$ cat src/rtl/irq_timer_pkg.sv
// Shared definitions for the memory-mapped interval timer: register map,
// TCON bit layout and the address decoder.
package irq_timer_pkg;

  localparam logic [31:0] DEFAULT_BASE_ADDR = 32'h4000_0000;

  localparam logic [3:0] TH_OFF   = 4'd0;
  localparam logic [3:0] TL_OFF   = 4'd4;
  localparam logic [3:0] TCON_OFF = 4'd8;

  localparam int unsigned TCON_EN = 0;
  localparam int unsigned TCON_IE = 1;
  localparam int unsigned TCON_ST = 2;
  localparam int unsigned TCON_OV = 3;

  typedef enum logic [1:0] {
    SEL_NONE,
    SEL_TH,
    SEL_TL,
    SEL_TCON
  } regSel_e;

  // Member order places EN at bit 0 so the struct maps directly onto TCON[3:0].
  typedef struct packed {
    logic ov;
    logic st;
    logic ie;
    logic en;
  } tcon_t;

  function automatic regSel_e decodeAddr(input logic [29:0] addrWord,
                                         input logic [29:0] baseWord);
    logic [29:0] wordOff;
    wordOff = addrWord - baseWord;
    if (wordOff == 30'(TH_OFF >> 2))   return SEL_TH;
    if (wordOff == 30'(TL_OFF >> 2))   return SEL_TL;
    if (wordOff == 30'(TCON_OFF >> 2)) return SEL_TCON;
    return SEL_NONE;
  endfunction

endpackage

$ cat src/rtl/irq_timer_prescaler.sv
// Prescale counter: divides the clock by PRESCALE while the timer runs and
// emits a one-cycle tick on the last count of each period.
module timer_prescaler #(
  parameter int unsigned PRESCALE = 1
) (
  input  logic clk,
  input  logic reset,
  input  logic en,
  input  logic stop,
  output logic tick
);

  localparam logic [15:0] LAST = 16'(PRESCALE - 1);

  logic [15:0] pc;
  logic [15:0] pcNext;

  assign tick = en && (pc == LAST);

  // A disabling write clears pc on the same edge, but a tick already due still fires.
  always_comb begin
    pcNext = pc;
    if (!en || stop || tick) begin
      pcNext = '0;
    end else begin
      pcNext = pc + 16'd1;
    end
  end

  always_ff @(posedge clk or posedge reset) begin
    if (reset) begin
      pc <= '0;
    end else begin
      pc <= pcNext;
    end
  end

endmodule

$ cat src/rtl/irq_timer.sv
// Memory-mapped interval timer: TH reload, TL running count and TCON
// control/status on the data-memory bus, raising a held level interrupt.
module irq_timer
  import irq_timer_pkg::*;
#(
  parameter logic [31:0] BASE_ADDR = DEFAULT_BASE_ADDR,
  parameter int unsigned PRESCALE  = 1
) (
  input  logic        clk,
  input  logic        reset,
  input  logic [31:0] addr,
  input  logic        rd_en,
  input  logic        wr_en,
  input  logic [31:0] wdata,
  output logic [31:0] rdata,
  output logic        irq,
  output logic        hit
);

  regSel_e     sel;
  logic        wrTh;
  logic        wrTl;
  logic        wrTcon;
  logic        stop;
  logic        tick;
  logic        overflow;
  logic [31:0] th;
  logic [31:0] tl;
  tcon_t       tcon;
  tcon_t       tconNext;
  logic        unusedAddrLsb;

  assign unusedAddrLsb = ^addr[1:0];

  assign sel    = decodeAddr(addr[31:2], BASE_ADDR[31:2]);
  assign hit    = (sel != SEL_NONE);
  assign wrTh   = wr_en && (sel == SEL_TH);
  assign wrTl   = wr_en && (sel == SEL_TL);
  assign wrTcon = wr_en && (sel == SEL_TCON);
  assign stop   = wrTcon && !wdata[TCON_EN];

  timer_prescaler #(
    .PRESCALE(PRESCALE)
  ) uPrescaler (
    .clk  (clk),
    .reset(reset),
    .en   (tcon.en),
    .stop (stop),
    .tick (tick)
  );

  // A CPU store to TL discards the whole overflow, including the status set.
  assign overflow = tick && (tl == '1) && !wrTl;

  always_ff @(posedge clk or posedge reset) begin
    if (reset) begin
      th <= '0;
    end else if (wrTh) begin
      th <= wdata;
    end
  end

  always_ff @(posedge clk or posedge reset) begin
    if (reset) begin
      tl <= '0;
    end else if (wrTl) begin
      tl <= wdata;
    end else if (tick) begin
      tl <= (tl == '1) ? th : tl + 32'd1;
    end
  end

  // Hardware set of ST/OV is applied after the software clear so it wins.
  always_comb begin
    tconNext = tcon;
    if (wrTcon) begin
      tconNext.en = wdata[TCON_EN];
      tconNext.ie = wdata[TCON_IE];
      if (!wdata[TCON_ST]) tconNext.st = 1'b0;
      if (!wdata[TCON_OV]) tconNext.ov = 1'b0;
    end
    if (overflow && tcon.ie) begin
      tconNext.st = 1'b1;
      if (tcon.st) tconNext.ov = 1'b1;
    end
  end

  always_ff @(posedge clk or posedge reset) begin
    if (reset) begin
      tcon <= '0;
    end else begin
      tcon <= tconNext;
    end
  end

  assign irq = tcon.st & tcon.ie;

  always_comb begin
    rdata = '0;
    if (rd_en) begin
      case (sel)
        SEL_TH:   rdata = th;
        SEL_TL:   rdata = tl;
        SEL_TCON: rdata = {28'd0, tcon};
        default:  rdata = '0;
      endcase
    end
  end

endmodule

$ cat config.mk
export PLATFORM = sky130hd
export DESIGN_NAME = irq_timer
export DESIGN_NICKNAME = d
export VERILOG_FILES = /design/src/rtl/irq_timer_pkg.sv /design/src/rtl/irq_timer_prescaler.sv /design/src/rtl/irq_timer.sv
export SDC_FILE = /design/constraint.sdc
export NUM_CORES = 1
export LEC_CHECK = 0
export ABC_AREA = 1
export BUFFER_PORTS_ARGS = -buffer_cell sky130_fd_sc_hd__buf_4
export CORE_MARGIN = 2
export CORE_UTILIZATION = 25
export CTS_CLUSTER_SIZE = 20
export DETAILED_ROUTE_END_ITERATION = 6
export GPL_ROUTABILITY_DRIVEN = 0
export SYNTH_ARGS = -nofsm -noshare
export SYNTH_HDL_FRONTEND = slang
export SYNTH_HIERARCHICAL = 1
export SYNTH_SLANG_ARGS = --single-unit
$ cat constraint.sdc
create_clock -name clk -period 1.8 [get_ports clk]
set_input_delay 0.18 -clock clk [delete_from_list [all_inputs] [get_ports clk]]
set_output_delay 0.18 -clock clk [all_outputs]
set_load 0.1 [all_outputs]
Word level (Yosys, flattened, before mapping)
Cells that the tools add are included.
- multiplexer cells: 23
- equal/unequal tests: 7
- reduce and logical (&&, ||, !) cells: 19
- bitwise logic cells: 1
- add/subtract/negate cells: 3
- operator list (operator ; number):
    32-bit two-way mux ; 4
    32-bit one-hot mux with 3 select lines ; 1
    32-bit by 1-bit adder with 32-bit output, second input constant ; 1
    32-bit == test, second input constant ; 1
    30-bit by 1-bit == test with 1-bit output, second input constant ; 1
    30-bit by 2-bit == test with 1-bit output, second input constant ; 1
    30-bit logical NOT ; 1
    30-bit by 29-bit subtractor with 30-bit output, second input constant ; 1
    16-bit by 1-bit adder with 16-bit output, second input constant ; 1
    16-bit logical NOT ; 1
    16-bit two-way mux ; 1
    2-bit two-way mux ; 7
    1-bit two-way mux ; 9
    1-bit logical AND ; 8
    2-bit nonzero test ; 3
    2-bit == test, second input constant ; 2
    4-bit two-way mux ; 1
    1-bit logical NOT ; 3
    2-bit by 1-bit == test with 1-bit output, second input constant ; 1
    1-bit logical OR ; 2
    2-bit by 1-bit != test with 1-bit output, second input constant ; 1
    2-bit AND reduction ; 1
    1-bit AND ; 1
- register bits: 84
- input port bits: 68
- output and inout bits: 34
- logic and storage cells: 60

Depth between registers and ports, before layout
- word-level depth: 16
- gate-level depth with buffers: 12
- gate-level depth less buffers: 11

By module
Netlist, hierarchy kept.
- by module, submodules not included (module ; seq. area each (um^2) ; instances ; area an instance (um^2) ; cells each):
    irq_timer ; 1701.6 ; 1 ; 5246.3 ; 800
    timer_prescaler ; 400.4 ; 1 ; 1049.8 ; 131

Least setup slack after synthesis
OpenSTA, ideal clock, no wires.
- path kind: input to output
- from: input addr[17]
- to: output rdata[10]
- buffers on the path: 1
- required time: 1.620 ns
- stages: 10
- path slack: -1.222 ns
- arrival: 2.842 ns
- cell sequence: nor2_1 nand2_1 nor2_4 nand2_2 nor2_4 nand2_4 nand2_4 nand2_4 buf_6 a21oi_1
- word-level cells in the longest chain between the ends: 11
- elaborated cells between the ends (all ways): 20
- classes of those cells: 1 x add/sub; 5 x eq/ne; 13 x mux; 1 x reduce/logical
- ends and longest elaborated chain (what ; line ; text):
    start, declared ; irq_timer.sv:11 ; input logic [31:0] addr,
    30-bit by 29-bit subtractor with 30-bit output (*) ; irq_timer_pkg.sv:34 ; wordOff = addrWord - baseWord;
    30-bit by 2-bit == test with 1-bit output ; irq_timer_pkg.sv:37 ; if (wordOff == 30'(TCON_OFF >> 2)) return SEL_TCON;
    1-bit two-way mux (2 in a row) ; irq_timer_pkg.sv:37 ;
    1-bit two-way mux ; irq_timer_pkg.sv:36 ; if (wordOff == 30'(TL_OFF >> 2)) return SEL_TL;
    2-bit two-way mux ; irq_timer_pkg.sv:38 ; return SEL_NONE;
    2-bit two-way mux ; irq_timer_pkg.sv:37 ;
    2-bit two-way mux (*) ; irq_timer_pkg.sv:36 ;
    2-bit == test or 2-bit by 1-bit == test with 1-bit output (tied branches) ; irq_timer.sv:101 ; case (sel)
    32-bit one-hot mux with 3 select lines (*) ; irq_timer.sv:101 ;
    32-bit two-way mux (*) ; irq_timer.sv:100 ; if (rd_en) begin
    end, declared ; irq_timer.sv:15 ; output logic [31:0] rdata,
Every way passes the cells marked *; elsewhere a longest branch is shown, timed or not. The select of a mux whose other input is x is not followed.

Worst setup path after layout
- from: input addr[17]
- to: output rdata[30]
Same word-level chain as after synthesis.

==> out/results.tsv <==
metric	value	unit
outcome	complete, but fails checks	
violations	negative setup slack	
htreeDepth	3	
crit_chain	buf_4 > nor2_4 > nand2_2 > nor2_4 > nand3_4 > a21oi_4 > buf_12 > clkbuf_16 > nand3_2 > a21oi_4 > buf_12	
antennaDiodeCount	0	
grt_max_degree	34	
report.final.hold_viol_count	0	
final.setup.worst_slack	-0.124	ns
ys_warn_count	6	
fp.coreArea	25000	um^2
post-route-period-util	107	%
p_seq_share	43.6	%
p_int	3.37	mW
avgViaCountPerCell	4.77	
dpl.hpwl	16.0	mm
finalCriticalPeriod	1.92	ns
place_area	8410	um^2
wl	23.0	mm
crit_slowest_cell	a21oi_4	
die_h	163	um
rows	58	
io_buffers	99	
rsz0062_at_grt	yes	
cp.required	1.62	ns
ys_types	40	
switchingPower	0.957	mW
antenna_found_initial	0	
synth_area	6300	um^2
grt.total_usage	16.1	%
vdd.ir_drop.worst	0.428	mV
cts.clk_slew.worst_paths	0.07	ns
finalSetupViolCount	32	
slew_violations	0	
switching_share	22.1	%
grt_pass1_wl	34.0	mm
fillers	2527	
cp-end-kind	output pin	
syn_nets	1002	
clockPowerShare	50.5	%
hold_ws	0.0559	ns
final_nets	1187	
dr.pass1.iters	6	
start_kind	input port	
num_vias	6921	
power_density	438	nW/um^2
die_x	163	um
die_area	26500	um^2
hold_class	in2reg	
drv_cap	0	
synth.avg_cell_area	6.76	um^2
most-common-layout-cells	280 x nand2_1, 147 x buf_4, 129 x nand3_1	
initial_utilization	25.2	%
cts_tree	built	
total_power	4.33	mW
clock_latency	0.35	ns
dr.first_iter.drc_count	524	
worst_pin_slew	0.619	ns
io_pins	102	
slowest_delay	0.19	ns
overflow	0	
fmaxAchievable	520	MHz
drive_above_1_share	35.2	%
clockBufferDepth	2	
drc	0	
grt_pass1_vias	6536	
area_growth_syn_to_layout	57.0	%
clockRootBuffer	clkbuf_16	
worst-path-max-fanout	8	
cp.arrival	1.74	ns
relSlewSlack	58.7	%
power_frac_comb	5.8	%
wire_per_inst	15.9	um
final_common_cell	nand2_1	
yosysSeqAreaShare	33.4	%
cts_buffers	9	
numClockSinks	84	
path_class	in2out	
final.setup_skew	0.00882	ns
syn_inst	931	
ys_ff_latch	84	
leakage	4.21	nW
final_area	9890	um^2
final_util	39.6	%
drtAntennaViolNets	0	
==> sequential cells by signal, summed over array words and instances, names as in the netlist <==
signal	cells
tcon	4
uPrescaler/pc	16
tl	32
th	32
==> synthesized netlist by cell type <==
cell / count / area (um^2)
o21ai_0: 15 / 75.1
inv_1: 68 / 255
nor3_1: 6 / 30.0
buf_2: 20 / 100
or2_0: 8 / 50.1
nand4_1: 15 / 93.8
xor2_1: 10 / 87.6
nand3b_1: 7 / 52.6
o211ai_1: 4 / 30.0
nor2_1: 87 / 327
buf_6: 6 / 67.6
nor2_8: 2 / 40.0
or2_1: 2 / 12.5
ha_1: 3 / 37.5
dfrtp_1: 84 / 2100
o21bai_2: 2 / 22.5
nand2_1: 291 / 1090
nor2_4: 11 / 124
clkbuf_2: 1 / 5.00
nor3b_1: 1 / 7.51
nand2_4: 8 / 90.1
clkinv_2: 1 / 5.00
xnor2_1: 9 / 78.8
inv_6: 1 / 8.76
inv_2: 14 / 52.6
clkbuf_1: 3 / 11.3
buf_8: 2 / 30.0
o21ai_2: 1 / 8.76
a21oi_1: 14 / 70.1
buf_1: 1 / 3.75
nand3_2: 3 / 30.0
or2_2: 1 / 6.26
nand2_2: 11 / 68.8
nand4_4: 1 / 21.3
nor2_2: 14 / 87.6
nand3_1: 162 / 811
o21ai_1: 16 / 80.1
o21bai_1: 1 / 7.51
a21oi_2: 20 / 175
buf_4: 5 / 37.5
==> through the flow <==
stage,setup slack [ns],setup TNS (ns),cells
6_report,-0.124,-3.04,1451
5_1_grt,-0.187,-5.38,1451
4_1_cts,-0.103,-1.67,1431
3_5_place_dp,-0.170,-4.93,1411
3_3_place_gp,-0.161,-4.50,1411
2_1_floorplan,-0.204,-6.21,931
==> what timing repair did <==
action	CTS	global route
buffers inserted	3	9
gates cloned	0	11
endpoints found under the setup margin	37	65
endpoints found under the hold margin	37	0
resized for setup	102	81
pin swaps	0	47
hold buffers	1	0
==> power groups by stage <==
| stage | clock network [mW] | logic, mW | registers, mW |
|---|---|---|---|
| global route | 2.28 | 0.281 | 1.89 |
| finish | 2.19 | 0.253 | 1.89 |
| CTS | 2.21 | 0.254 | 1.89 |
| global placement | 0 | 0.249 | 1.92 |
| floorplan | 0 | 0.0741 | 1.92 |
| detailed placement | 0 | 0.252 | 1.92 |
==> area by class of cell <==
type | count | area (um^2) | area share, %
clock buffers | 10 | 229 | 2.32
well taps | 330 | 413 | 4.18
clock inverters | 6 | 111 | 1.13
flip-flops and latches | 84 | 2100 | 21.3
inverters | 84 | 342 | 3.45
repair buffers | 210 | 2340 | 23.7
multi-input cells | 727 | 4350 | 44.0
==> cell families (layout without fill, tap and decap cells) <==
logic type	Yosys count	after routing	share of synthesized area, %
AO/OA/AOI/OAI	73	73	7.45
XOR/XNOR	19	19	2.64
adder cells (fa/ha/maj)	3	3	0.596
buffers and inverters	122	310	9.16
flip-flops	84	84	33.4
AND/OR/NAND/NOR	630	632	46.8
==> layer usage <==
metal	vias to the layer above	share of wire (%)	GRT usage, %
met5	-	0	0
met4	0	1.6	3.90
met1	3252	43	21.6
met3	25	8.2	3.59
li1	3375	-	-
met2	269	47	26.4
==> path summary, 6_finish.rpt <==
check / start / end / slack [ns] / cells past startpoint
worst max-delay path: addr[17] / rdata[30] / -0.12 / 11
worst min-delay path: wdata[13] / tl[13] / 0.06 / 3
worst max register to register: tl[2] / tl[17] / 0.05 / 9
worst min register to register: th[13] / th[13] / 0.51 / 2
max in group asynchronous: reset / tl[26] / 0.77 / 4
min in group asynchronous: reset / tl[3] / 0.45 / 3
==> worst max-delay path, delay by kind of cell <==
| kind | cells | cell delay [ns] |
|---|---|---|
| buffers and inverters | 4 | 0.64 |
| AND/OR/NAND/NOR | 5 | 0.53 |
| AO/OA/AOI/OAI | 2 | 0.37 |
Power figures use the tool's default switching activity.
